$ cat src/rtl/pencoder_pkg.sv
// Shared types and width helpers for the MSB-first bit-mask scanner.
package pencoder_pkg;

  typedef enum logic {
    IDLE = 1'b0,
    SCAN = 1'b1
  } scan_state_e;

  // Ceiling log2 that never returns 0, so a 1-entry range still gets a 1-bit field.
  function automatic int clog2_safe(input int value);
    int r;
    r = 0;
    for (int i = 0; i < 31; i++) begin
      if ((1 << i) < value) begin
        r = i + 1;
      end
    end
    return (r < 1) ? 1 : r;
  endfunction

  function automatic int idx_width(input int width);
    return clog2_safe(width);
  endfunction

  function automatic int cnt_width(input int max_bits);
    return clog2_safe(max_bits + 1);
  endfunction

endpackage

$ cat src/rtl/bitmask_scanner_if.sv
// Mask-in / index-out handshake bundle between the mask generator, scanner and PE shift control.
interface bitmask_scanner_if
  import pencoder_pkg::*;
#(
  parameter int WIDTH = 8,
  parameter int IDX_W = idx_width(WIDTH)
);

  logic             in_valid;
  logic             in_ready;
  logic [WIDTH-1:0] in_bitmask;
  logic             out_valid;
  logic             out_ready;
  logic [IDX_W-1:0] out_idx;
  logic             out_last;
  logic             out_is_zero;
  logic             out_trunc;

  // Scanner side.
  modport slave (
    input  in_valid,
    input  in_bitmask,
    input  out_ready,
    output in_ready,
    output out_valid,
    output out_idx,
    output out_last,
    output out_is_zero,
    output out_trunc
  );

  // Producer/consumer side.
  modport master (
    output in_valid,
    output in_bitmask,
    output out_ready,
    input  in_ready,
    input  out_valid,
    input  out_idx,
    input  out_last,
    input  out_is_zero,
    input  out_trunc
  );

endinterface

$ cat src/rtl/pencoder_msb.sv
// Combinational leading-one finder: index counted from the MSB plus a one-hot of that bit.
module pencoder_msb
  import pencoder_pkg::*;
#(
  parameter int WIDTH = 8,
  parameter int IDX_W = idx_width(WIDTH)
) (
  input  logic [WIDTH-1:0] bitmask,
  output logic [IDX_W-1:0] idx,
  output logic             is_zero,
  output logic [WIDTH-1:0] onehot
);

  // w_above[i] is set when any bit strictly above position i is set.
  logic [WIDTH-1:0] w_above;

  genvar gi;
  generate
    for (gi = 0; gi < WIDTH; gi++) begin : g_above
      if (gi == WIDTH - 1) begin : g_top
        assign w_above[gi] = 1'b0;
      end else begin : g_rest
        assign w_above[gi] = |bitmask[WIDTH-1:gi+1];
      end
    end

    for (gi = 0; gi < WIDTH; gi++) begin : g_onehot
      assign onehot[gi] = bitmask[gi] & ~w_above[gi];
    end
  endgenerate

  always_comb begin
    idx = '0;
    for (int i = 0; i < WIDTH; i++) begin
      if (onehot[i]) begin
        idx = idx | IDX_W'(WIDTH - 1 - i);
      end
    end
  end

  assign is_zero = ~|bitmask;

endmodule

$ cat src/rtl/bitmask_scanner.sv
// Sequential MSB-first scanner: one accepted mask becomes one index beat per set bit.
module bitmask_scanner
  import pencoder_pkg::*;
#(
  parameter int WIDTH    = 8,
  parameter int IDX_W    = idx_width(WIDTH),
  parameter int MAX_BITS = WIDTH,
  parameter int CNT_W    = cnt_width(MAX_BITS)
) (
  input  logic              clk,
  input  logic              rst_n,
  input  logic              clear,
  bitmask_scanner_if.slave  bus
);

  scan_state_e      r_state;
  scan_state_e      w_state_next;
  logic [WIDTH-1:0] r_residual;
  logic [WIDTH-1:0] w_residual_next;
  logic [CNT_W-1:0] r_count;
  logic [CNT_W-1:0] w_count_next;
  logic             r_zero;
  logic             w_zero_next;

  logic [IDX_W-1:0] w_msb_idx;
  logic             w_msb_is_zero;
  logic [WIDTH-1:0] w_msb_onehot;

  logic w_scan;
  logic w_single;
  logic w_last;
  logic w_fire;
  logic w_in_ready;
  logic w_accept;

  pencoder_msb #(
    .WIDTH (WIDTH),
    .IDX_W (IDX_W)
  ) u_msb (
    .bitmask (r_residual),
    .idx     (w_msb_idx),
    .is_zero (w_msb_is_zero),
    .onehot  (w_msb_onehot)
  );

  // Exactly one bit left: x & (x-1) strips the lowest set bit.
  assign w_single = ~w_msb_is_zero &
                    ((r_residual & (r_residual - WIDTH'(1))) == '0);

  assign w_scan     = (r_state == SCAN);
  assign w_last     = r_zero | w_single | (r_count == CNT_W'(MAX_BITS - 1));
  assign w_fire     = w_scan & bus.out_ready;
  assign w_in_ready = ~clear & (~w_scan | (w_fire & w_last));
  assign w_accept   = bus.in_valid & w_in_ready;

  // Outputs depend on registers only; gated so IDLE presents all zeros.
  assign bus.in_ready    = w_in_ready;
  assign bus.out_valid   = w_scan;
  assign bus.out_idx     = w_scan ? w_msb_idx : '0;
  assign bus.out_is_zero = w_scan & r_zero;
  assign bus.out_last    = w_scan & w_last;
  assign bus.out_trunc   = w_scan & w_last & ~w_msb_is_zero & ~w_single;

  always_ff @(posedge clk or negedge rst_n) begin
    if (!rst_n) begin
      r_state    <= IDLE;
      r_residual <= '0;
      r_count    <= '0;
      r_zero     <= 1'b0;
    end else begin
      r_state    <= w_state_next;
      r_residual <= w_residual_next;
      r_count    <= w_count_next;
      r_zero     <= w_zero_next;
    end
  end

  always_comb begin
    w_state_next    = r_state;
    w_residual_next = r_residual;
    w_count_next    = r_count;
    w_zero_next     = r_zero;

    if (clear) begin
      w_state_next    = IDLE;
      w_residual_next = '0;
      w_count_next    = '0;
      w_zero_next     = 1'b0;
    end else begin
      if (w_fire) begin
        w_residual_next = r_residual & ~w_msb_onehot;
        w_count_next    = r_count + CNT_W'(1);
        if (w_last) begin
          w_state_next = IDLE;
        end
      end
      // A new mask accepted on the last beat overrides the return to IDLE.
      if (w_accept) begin
        w_state_next    = SCAN;
        w_residual_next = bus.in_bitmask;
        w_count_next    = '0;
        w_zero_next     = (bus.in_bitmask == '0);
      end
    end
  end

endmodule

$ cat src/flat_wrapper.sv
// flat-port wrapper written by rule: the top's interface ports become plain ports
module bitmask_scanner_flat import pencoder_pkg::*;
#(
  parameter int WIDTH    = 8,
  parameter int IDX_W    = idx_width(WIDTH),
  parameter int MAX_BITS = WIDTH,
  parameter int CNT_W    = cnt_width(MAX_BITS)
)
  (clk, rst_n, clear, bus_in_valid, bus_in_bitmask, bus_out_ready, bus_in_ready, bus_out_valid, bus_out_idx, bus_out_last, bus_out_is_zero, bus_out_trunc);
  bitmask_scanner_if #(.WIDTH(WIDTH), .IDX_W(IDX_W)) bus_i ();
  input  logic clk;
  input  logic rst_n;
  input  logic clear;
  input wire logic [$bits(bus_i.in_valid)-1:0] bus_in_valid;
  input wire logic [$bits(bus_i.in_bitmask)-1:0] bus_in_bitmask;
  input wire logic [$bits(bus_i.out_ready)-1:0] bus_out_ready;
  output wire logic [$bits(bus_i.in_ready)-1:0] bus_in_ready;
  output wire logic [$bits(bus_i.out_valid)-1:0] bus_out_valid;
  output wire logic [$bits(bus_i.out_idx)-1:0] bus_out_idx;
  output wire logic [$bits(bus_i.out_last)-1:0] bus_out_last;
  output wire logic [$bits(bus_i.out_is_zero)-1:0] bus_out_is_zero;
  output wire logic [$bits(bus_i.out_trunc)-1:0] bus_out_trunc;
  assign bus_i.in_valid = bus_in_valid;
  assign bus_i.in_bitmask = bus_in_bitmask;
  assign bus_i.out_ready = bus_out_ready;
  assign bus_in_ready = bus_i.in_ready;
  assign bus_out_valid = bus_i.out_valid;
  assign bus_out_idx = bus_i.out_idx;
  assign bus_out_last = bus_i.out_last;
  assign bus_out_is_zero = bus_i.out_is_zero;
  assign bus_out_trunc = bus_i.out_trunc;
  bitmask_scanner #(.WIDTH(WIDTH), .IDX_W(IDX_W), .MAX_BITS(MAX_BITS), .CNT_W(CNT_W)) u_core (.clk(clk), .rst_n(rst_n), .clear(clear), .bus(bus_i));
endmodule
$ cat config.mk
export PLATFORM = sky130hd
export DESIGN_NAME = bitmask_scanner_flat
export DESIGN_NICKNAME = d
export VERILOG_FILES = /design/src/rtl/pencoder_pkg.sv /design/src/rtl/bitmask_scanner_if.sv /design/src/rtl/pencoder_msb.sv /design/src/rtl/bitmask_scanner.sv /design/src/flat_wrapper.sv
export SDC_FILE = /design/constraint.sdc
export NUM_CORES = 1
export LEC_CHECK = 0
export CAP_MARGIN = 20
export CORE_AREA = 5 5 57 59
export DETAILED_ROUTE_END_ITERATION = 7
export DIE_AREA = 0 0 62 64
export SLEW_MARGIN = 20
export SYNTH_ARGS = -nofsm -noshare
export SYNTH_HDL_FRONTEND = slang
export SYNTH_SLANG_ARGS = --single-unit
$ cat constraint.sdc
create_clock -name clk -period 3.2 [get_ports clk]
set_input_delay 0.48 -clock clk [delete_from_list [all_inputs] [get_ports clk]]
set_output_delay 0.48 -clock clk [all_outputs]
set_load 0.02 [all_outputs]
==> results_dict.tcl, run 1 <==
set metrics [dict create \
    htreeDepth 1 \
    root_buffer "clkbuf_4" \
    critPathSlowestCell "clkdlybuf4s50_1" \
    fin_skew_ns 0.0106 \
    grt_pass1_wl_um 4200 \
    cap_viol_max_count 0 \
    p_total_uw 522 \
    synth_warnings 0 \
    power.leakage_uw 0.000544 \
    critPathMaxStageDelay_ns 0.60 \
    syn_inst 120 \
    dpl_cell_area_um2 1230 \
    synth.distinct_cells 39 \
    cp-startpoint "u_core.r_residual[6]" \
    period_needed_ns 3.01 \
    coreArea_um2 2660 \
    fin_setup_tns_ns 0 \
    hold_path.class "in2async" \
    die-area_um2 3970 \
    crit_path_max_fanout 10 \
    vias 950 \
    cts.clk_slew.worst_paths_ns 0.09 \
    max_freq_ghz 0.332 \
    slew_headroom_pct 57.7 \
    yosys.area.top_type_share_pct 33.9 \
    antenna_found_initial 0 \
    r2r-start "u_core.r_residual[6]" \
    postCtsHoldBufs 0 \
    post-route-cell-area_um2 1270 \
    drcViolationCount 0 \
    pin_count 21 \
    dpl.hpwl_um 1880 \
    postSynth.asyncResetShare_pct 100 \
    drt_first_iter_violations 15 \
    ir_drop_mv 0.232 \
    path_class "reg2out" \
    met3_usage_pct 2.62 \
    worst-path-buf-inv 1 \
    dr.pass1.iters 4 \
    antenna-diode-count 0 \
    rows 19 \
    period_share_pct 94.1 \
    syn_area_um2 1030 \
    top_usage_layer "met2" \
    grt_pass1_vias 949 \
    final_nets 152 \
    ys_ff_latch 14 \
    critPathTopFamily "simple AND/OR/NAND/NOR gates" \
    end_kind "output port" \
    cts_buffers 3 \
    cp.arrival_ns 2.53 \
    grtUsageTotal_pct 13.6 \
    yosys-top-cells-area "dfrtp_1, mux2i_1, nand2_1" \
    avgSynthCellArea_um2 8.60 \
    overflow 0 \
    synth_nets 134 \
    maxSlewViolCount 0 \
    grt_start_max_net_pins 16 \
    chipHeight_um 64 \
    hold_violations 0 \
    finalWirelength_um 2460 \
    grtUsageMet1_pct 18.4 \
    wl_per_cell_um 14.6 \
    required_ns 2.72 \
    synth_seq_area_share_pct 33.9 \
    cp.depth 5 \
    die_w_um 62 \
    clock_sinks 14 \
    powerDensity_nw_per_um2 411 \
    tightest_slew_ns 0.633 \
    r2r_end "u_core.r_residual[4]" \
    worstPathCellList "or3_4 > or3_1 > o2bb2ai_1 > o31a_1 > clkdlybuf4s50_1" \
    cts_tree "yes" \
    routabilityCongestion 0.858 \
    initial_utilization_pct 38.8 \
    grt_setup_unrepaired "false" \
    synth.most_common_cell "nand2_1" \
    status "complete, no violations" \
    viasPerCell 5.65 \
    start_kind "flop" \
    worst_r2r_path_depth 5 \
    synth_edf_count 0 \
    synthToLayoutAreaGrowth_pct 23.0 \
    setup-violations-final 0 \
    met2_usage_pct 20.5 \
    synth_area_leader_cell "dfrtp_1" \
    drive_gt1_share_pct 8.76 \
    r2r_setup_slack_ns 1.01 \
    ys_top_cells_by_count "nand2_1, dfrtp_1, nor2_1, clkbuf_1, mux2i_1" \
    critical_path.endpoint "bus_out_last" \
    synth_ff_type "dfrtp_1" \
    clockBufferDepth 2 \
    clock_latency_ns 0.29 \
    ant_nets 0 \
    post_cts_buffers 0 \
    portBuffers 20 \
]
-- metal layers --
layer  routed length, um  part of all wire, %
met1                1160                   47
met2                1130                   46
met3                 124                  5.0
met4                  42                  1.7
met5                   0                    0
-- kinds of logic (layout without fill, tap and decap cells) --
kind of cell	count (synthesis)	in the layout	synth area share, %
DFF	14	14	33.9
xor gates and xnor gates	4	4	3.39
muxes	10	10	9.94
and+or+nand+nor	56	56	29.2
AOI/OAI and AO/OA	21	21	14.9
adders and majority gates	1	1	1.21
buffers and inverters	14	31	7.39
-- report_power, final --
part / total, uW / switching (uW) / leakage, uW / internal [uW]
sequential: 210 / 21.7 / 0.000189 / 188
clock: 131 / 61.2 / 0.0000210 / 69.4
combinational: 181 / 94.3 / 0.000334 / 86.9
total: 522 / 177 / 0.000544 / 345
-- registers in the layout, summed over array words and instances (netlist names) --
| register | cells |
|---|---|
| u_core.bus.out_valid | 1 |
| u_core.r_count | 4 |
| u_core.r_residual | 8 |
| u_core.r_zero | 1 |
-- layout by cell type, fill, tap and decap left out, types with 2 or more instances in the layout --
| cell type | count |
|---|---|
| buf_4 | 3 |
| o311ai_0 | 2 |
| nor3b_1 | 2 |
| or3_1 | 2 |
| mux2_2 | 2 |
| nand4_1 | 3 |
| nor3_1 | 4 |
| o41ai_1 | 2 |
| nor2b_1 | 2 |
| nand3_1 | 4 |
| a2111oi_0 | 2 |
| inv_1 | 4 |
| o211ai_1 | 2 |
| nand2_1 | 16 |
| nor2_1 | 12 |
| mux2i_1 | 8 |
| a21oi_1 | 5 |
| clkdlybuf4s50_1 | 18 |
| nor4b_1 | 2 |
| nor4_1 | 3 |
| clkbuf_4 | 3 |
| xor2_1 | 3 |
| dfrtp_1 | 14 |
-- worst min path at each step --
stage / startpoint / end / cells after the start
finish: rst_n / u_core.r_residual[3] / 1
floorplan: rst_n / u_core.bus.out_valid / 0
CTS: rst_n / u_core.r_residual[3] / 1
global placement: u_core.r_count[0] / u_core.r_count[0] / 2
detailed placement: u_core.r_zero / u_core.r_zero / 2
global route: rst_n / u_core.r_residual[3] / 1
-- layout make-up --
cell class	count	area, um^2
fill	284	1390
inverter	4	15.0
sequential	14	350
timing repair buffer	23	224
multi-input combinational	92	606
clock buffer	4	36.3
tap	31	38.8
-- stage by stage --
step / setup slack, ns / std cells / util, % / hold slack (ns)
floorplan: 0.519 / 120 / - / 0.184
global placement: 0.349 / 164 / 46.3 / 0.575
detailed placement: 0.312 / 164 / 46.3 / 0.595
CTS: 0.0943 / 168 / 47.6 / 0.599
global route: 0.0785 / 168 / 47.7 / 0.622
finish: 0.189 / 168 / 47.7 / 0.573
-- worst reg2reg max path: cells and delay by family, from the launching register on --
family	cells	cell delay [ns]
flip-flops	1	0.49
AND/OR/NAND/NOR	4	1.24
multiplexers	1	0.37
-- timing repair --
item,CTS,global route
endpoints found under the hold margin,0,0
setup endpoints to repair,1,1
gates resized for setup,1,1
Power figures use the tool's default switching activity.
==> run 2: changes to the inputs <==
--- a/config.mk
+++ b/config.mk
@@ -7,6 +7,7 @@
 export LEC_CHECK = 0
 export CAP_MARGIN = 20
 export CORE_AREA = 5 5 57 59
+export CTS_CLUSTER_SIZE = 14
 export DETAILED_ROUTE_END_ITERATION = 7
 export DIE_AREA = 0 0 62 64
 export SLEW_MARGIN = 20
==> results of run 2 <==
Final layout, timing and power as in run 1 (identical DEF).
